### config.mk
export PLATFORM = sky130hd
export DESIGN_NAME = fifo_rr_scheduler
export DESIGN_NICKNAME = d
export VERILOG_FILES = /design/src/rtl/fifo_rr_scheduler.sv
export SDC_FILE = /design/constraint.sdc
export NUM_CORES = 1
export LEC_CHECK = 0
export ABC_AREA = 0
export BUFFER_PORTS_ARGS = -buffer_cell sky130_fd_sc_hd__buf_2
export CORE_MARGIN = 3
export CORE_UTILIZATION = 45
export CTS_BUF_LIST = sky130_fd_sc_hd__clkbuf_16
export DETAILED_ROUTE_END_ITERATION = 8
export PLACE_DENSITY_LB_ADDON = 0.25
export SLEW_MARGIN = 20
export SYNTH_ARGS = -nofsm -noshare
export SYNTH_HDL_FRONTEND = slang
export SYNTH_SLANG_ARGS = --single-unit
### constraint.sdc
create_clock -name glb_clk -period 6.5 [get_ports glb_clk]
set_clock_uncertainty 0.05 [all_clocks]
set_input_delay 0.65 -clock glb_clk [delete_from_list [all_inputs] [get_ports glb_clk]]
set_output_delay 0.65 -clock glb_clk [all_outputs]
set_load 0.05 [all_outputs]
### src/rtl/fifo_rr_scheduler.sv
// Round-robin packet scheduler for a bank of show-ahead ingress FIFOs.
// Holds a grant for a whole packet, then rotates priority past the served FIFO.
//
// state | meaning
// IDLE  | no grant; search for a non-empty FIFO starting at rr_ptr
// GRANT | FIFO selected, one settle cycle for the data mux, no pop
// XFER  | pop one word per cycle while ready and non-empty, until EOP or watchdog
module fifo_rr_scheduler #(
  parameter int PORT_NUM      = 16,
  parameter int MAX_PKT_WORDS = 2048
) (
  input  logic                glb_clk,
  input  logic                glb_reset,
  input  logic [PORT_NUM-1:0] fifo_nempty,
  input  logic [PORT_NUM-1:0] fifo_head_eop,
  input  logic                out_ready,
  output logic [PORT_NUM-1:0] fifo_rd_en,
  output logic [7:0]          fifo_sel_res,
  output logic                out_valid,
  output logic                out_eop,
  output logic                pkt_done,
  output logic                pkt_err,
  output logic                busy
);

  localparam int IDX_W = (PORT_NUM > 1) ? $clog2(PORT_NUM) : 1;
  localparam int CNT_W = $clog2(MAX_PKT_WORDS) + 1;
  localparam logic [IDX_W-1:0] LAST_IDX = IDX_W'(PORT_NUM - 1);
  localparam logic [CNT_W-1:0] CNT_LAST = CNT_W'(MAX_PKT_WORDS - 1);

  typedef enum logic [1:0] {IDLE, GRANT, XFER} state_t;

  state_t           state, state_nxt;
  logic [IDX_W-1:0] sel, sel_nxt;
  logic [IDX_W-1:0] rr_ptr, rr_ptr_nxt;
  logic [IDX_W-1:0] pick, sel_inc;
  logic             found;
  logic [CNT_W-1:0] word_cnt, word_cnt_nxt;
  logic [7:0]       sel_res_nxt;
  logic             done_nxt, err_nxt;
  logic             pop;

  // Rotating first-set search beginning at rr_ptr
  always_comb begin
    int idx;
    found = 1'b0;
    pick  = rr_ptr;
    idx   = 0;
    for (int i = 0; i < PORT_NUM; i++) begin
      idx = int'(rr_ptr) + i;
      if (idx >= PORT_NUM) idx = idx - PORT_NUM;
      if (!found && fifo_nempty[idx]) begin
        found = 1'b1;
        pick  = idx[IDX_W-1:0];
      end
    end
  end

  assign sel_inc = (sel == LAST_IDX) ? '0 : sel + 1'b1;

  always_comb begin
    state_nxt    = state;
    sel_nxt      = sel;
    rr_ptr_nxt   = rr_ptr;
    word_cnt_nxt = word_cnt;
    sel_res_nxt  = fifo_sel_res;
    done_nxt     = 1'b0;
    err_nxt      = 1'b0;
    pop          = 1'b0;
    fifo_rd_en   = '0;
    out_eop      = 1'b0;
    case (state)
      IDLE: begin
        if (found) begin
          sel_nxt      = pick;
          sel_res_nxt  = 8'd128 | 8'(pick);
          word_cnt_nxt = '0;
          state_nxt    = GRANT;
        end
      end
      GRANT: state_nxt = XFER;
      XFER: begin
        pop             = out_ready & fifo_nempty[sel];
        fifo_rd_en[sel] = pop;
        out_eop         = pop & fifo_head_eop[sel];
        if (pop) begin
          word_cnt_nxt = word_cnt + 1'b1;
          // EOP wins over the watchdog on the last allowed word
          if (fifo_head_eop[sel] || word_cnt == CNT_LAST) begin
            done_nxt    = fifo_head_eop[sel];
            err_nxt     = ~fifo_head_eop[sel];
            rr_ptr_nxt  = sel_inc;
            sel_res_nxt = 8'd0;
            state_nxt   = IDLE;
          end
        end
      end
      default: state_nxt = IDLE;
    endcase
  end

  assign out_valid = pop;
  assign busy      = (state != IDLE);

  always_ff @(posedge glb_clk) begin
    if (glb_reset) begin
      state        <= IDLE;
      sel          <= '0;
      rr_ptr       <= '0;
      word_cnt     <= '0;
      fifo_sel_res <= 8'd0;
      pkt_done     <= 1'b0;
      pkt_err      <= 1'b0;
    end else begin
      state        <= state_nxt;
      sel          <= sel_nxt;
      rr_ptr       <= rr_ptr_nxt;
      word_cnt     <= word_cnt_nxt;
      fifo_sel_res <= sel_res_nxt;
      pkt_done     <= done_nxt;
      pkt_err      <= err_nxt;
    end
  end

endmodule

==> summary.txt <==
Critical path
  • Worst setup endpoint: word_cnt[10]
  • Worst-path fanout max: 25
  • WS Path Type: reg -> reg
  • Register-to-Register Path Depth: 12
  • Crit path DAT: 4.76 ns
  • Req. time, crit path: 6.60 ns
  • Reg2reg end: word_cnt[10]
  • Slowest CP cell: ha_1
  • Critical Path Source: rr_ptr[0]
  • Max incr delay on CP: 0.74 ns
  • Reg2reg setup slack: 1.84 ns
  • Crit end category: register
  • CP startpoint kind: register
  • RR Startpoint: rr_ptr[0]
  • CP Cell Sequence: buf_4, inv_2, ha_1, mux4_2, mux2_2, a2111o_1, a2111oi_4, nand4_2, a21oi_2, and3b_1, xnor2_1, nor2_1

Global routing
  • Initial antenna violation count: 0
  • Met3 global-route usage: 0.04339
  • Overall Global Routing Usage: 0.2555
  • Largest net degree at the start of global routing: 27
  • Met1 Usage GRT: 0.3644
  • Busiest grt layer: met2
  • Grt ovf: 0
  • Vias in the first global route: between 3000 and 4000
  • First-pass GRT wire length: 20760 um
  • M2 GR Usage: 0.3863

Synth
  • Sequential area share after synthesis: 0.1413
  • Number of synthesized flops with an enable pin: 0
  • Post-synth ARST share: 0
  • Synth top cells by count: 38 x mux4_2, 37 x nor2_1, 30 x nand2_1
  • Mapped Area: 4109 um2
  • Most numerous cell in the Yosys netlist: mux4_2
  • Number of library cell types mapped by synthesis: 82
  • #FFs+latches synth: 29
  • Cell taking the most area after synthesis: mux4_2
  • Area contributors post-synth: mux4_2 21%, dfxtp_1 14%, mux2i_1 4.6%
  • Synth Area per Inst: 8.913 um2
  • Yosys top cell area share: 0.2083
  • Cells after synthesis: roughly 460
  • Top FF cell, synth: dfxtp_1
  • Syn. warnings: 0

Timing
  • Final Critical Period: 4.661 ns
  • Final setup viols: 0
  • Fin crit share: 0.7171
  • Setup ws final: approximately 1.8 ns
  • Slew Limit Fails: 0
  • Setup TNS: 0 ns
  • Hold Violations, Final: 0
  • Fmax: 0.2146 GHz
  • Max-slew headroom: 0.4477
  • RSZ-0062 raised after global routing: false
  • Worst Max-Slew Pin Slew: slightly above 0.8 ns

Routing
  • DRT Pass-1 Iters: 5
  • WL/cell: around 21 um
  • DR DRC count: 0
  • ANT nets after route: 0
  • Via/cell ratio: 6.710
  • WL final: approximately 13000 um
  • DR iter-0 viols: ~440
  • Via count: just over 4000

Floorplanning
  • Die height: 101.6 um
  • Die area: 10310 um2
  • Initial Utilization: 0.4666
  • Row count: 34
  • Core area: 8806 um2
  • Die Wd: ~100 um
  • I/O Pins: 64

Power
  • Maximum vdd ir drop: 0.09593 mV
  • LEAKAGE: roughly 1.8 nW
  • PwrDens: roughly 160 nW/um2

Min path
  • Worst hold-check path type: reg -> reg

Run
  • Max_cap viols: 0

Clock network
  • Post-CTS setup buffers: 0
  • Post-CTS resize count: 0
  • Root cell of the clock tree: clkbuf_16
  • CTS Hold Bufs: 0
  • CTS max path bufs: 2
  • Clock slew at reported path FFs: 0.05 ns
  • Clk sink count: 29
  • H-tree depth: 2
  • Worst-Skew Late Latency: 0.27 ns
  • CTS tree: built
  • CTS Buf Count: 5

Placed design
  • Post-DP Area: 4422 um2
  • Dpl hpwl: 9855 um
  • # port buffers: 60
  • GPL Wtd Cong: around 1.0
  • Place WS: 1.849 ns

Run status
  • Outcome: completed

Finish
  • Register area: 580.6 um2
  • Footprint of the multi-input gates: 3312 um2
  • # fillers: 821
  • Layout cells sized above 1: 0.2733
  • Fin area: 4568 um2
  • Final #Nets: about 550
  • Syn-to-layout area delta: 11.18%
  • Inserted Diodes: 0
## logic make-up after synthesis
logic type,share of synthesized area
mux,0.2929
other cells,0.0009126
simple gates,0.2232
buf+inv,0.05633
fa+ha+maj,0.03654
xor+xnor,0.05116
compound gates,0.1976
flops,0.1413
## stage by stage
step / instances / util / power [mW] / hold slack, ns
floorplan: 463 / - / 0.4391 / 0.3986
global placement: 605 / 0.5021 / 0.5200 / 0.4005
detailed placement: 605 / 0.5021 / 0.5206 / 0.4077
CTS: 613 / 0.5179 / 0.7374 / 0.4156
global route: 613 / 0.5188 / 0.7811 / 0.4236
finish: 613 / 0.5188 / 0.7392 / 0.4105
## critical path: cells and delay by family, from the launching register on
| kind | cells | cell delay, ns |
|---|---|---|
| and+or+nand+nor | 3 | 0.52 |
| buffers and inverters | 2 | 0.46 |
| DFF | 1 | 0.30 |
| muxes | 2 | 0.99 |
| adders and majority gates | 1 | 0.74 |
| AOI/OAI and AO/OA | 3 | 1.32 |
| xor gates and xnor gates | 1 | 0.14 |
## flip-flops by register name, indices dropped and copies added, names as in the netlist
register / count
word_cnt: 12
pkt_done: 1
fifo_sel_res: 5
pkt_err: 1
state: 2
sel: 4
rr_ptr: 4
## power by group
| part | switching [mW] | leakage [nW] | internal, mW | total, mW |
|---|---|---|---|---|
| sequential | 0.0162 | 0.236 | 0.188 | 0.204 |
| combinational | 0.197 | 1.47 | 0.125 | 0.321 |
| clock | 0.0754 | 0.0748 | 0.138 | 0.214 |
| total | 0.289 | 1.78 | 0.451 | 0.739 |
## cells in the final DEF, fill, tap and decap left out, drive strengths merged, types with 13 or more instances in the layout
cell,synthesis,final
mux2i,19,19
xnor2,19,19
mux2,14,14
mux4,38,38
nor2,37,37
and2,24,24
nand2,31,31
o21ai,19,19
buf,15,65
a21oi,20,20
nand3,13,13
inv,16,17
dfxtp,29,29
## per-layer routing
layer	part of all wire	up-vias
met5	0	-
met4	0.031	0
met3	0.080	37
met2	0.46	224
met1	0.43	1991
li1	-	1861
## cell type report
type,instances,share of cell area
multi-input combinational,386,0.7250
sequential,29,0.1271
timing repair buffer,65,0.07395
tap,108,0.02958
clock buffer,5,0.02739
inverter,17,0.01397
clock inverter,3,0.003013
## how the worst min path moves through the flow
stage | to | slack, ns | from | depth (start not counted)
finish | fifo_sel_res[7] | 0.41 | fifo_sel_res[7] | 2
global route | fifo_sel_res[7] | 0.42 | fifo_sel_res[7] | 2
CTS | fifo_sel_res[7] | 0.42 | fifo_sel_res[7] | 2
detailed placement | fifo_sel_res[2] | 0.41 | fifo_sel_res[2] | 1
global placement | fifo_sel_res[7] | 0.40 | fifo_sel_res[7] | 2
floorplan | word_cnt[1] | 0.40 | word_cnt[1] | 2
(Power assumes the default switching activity.)
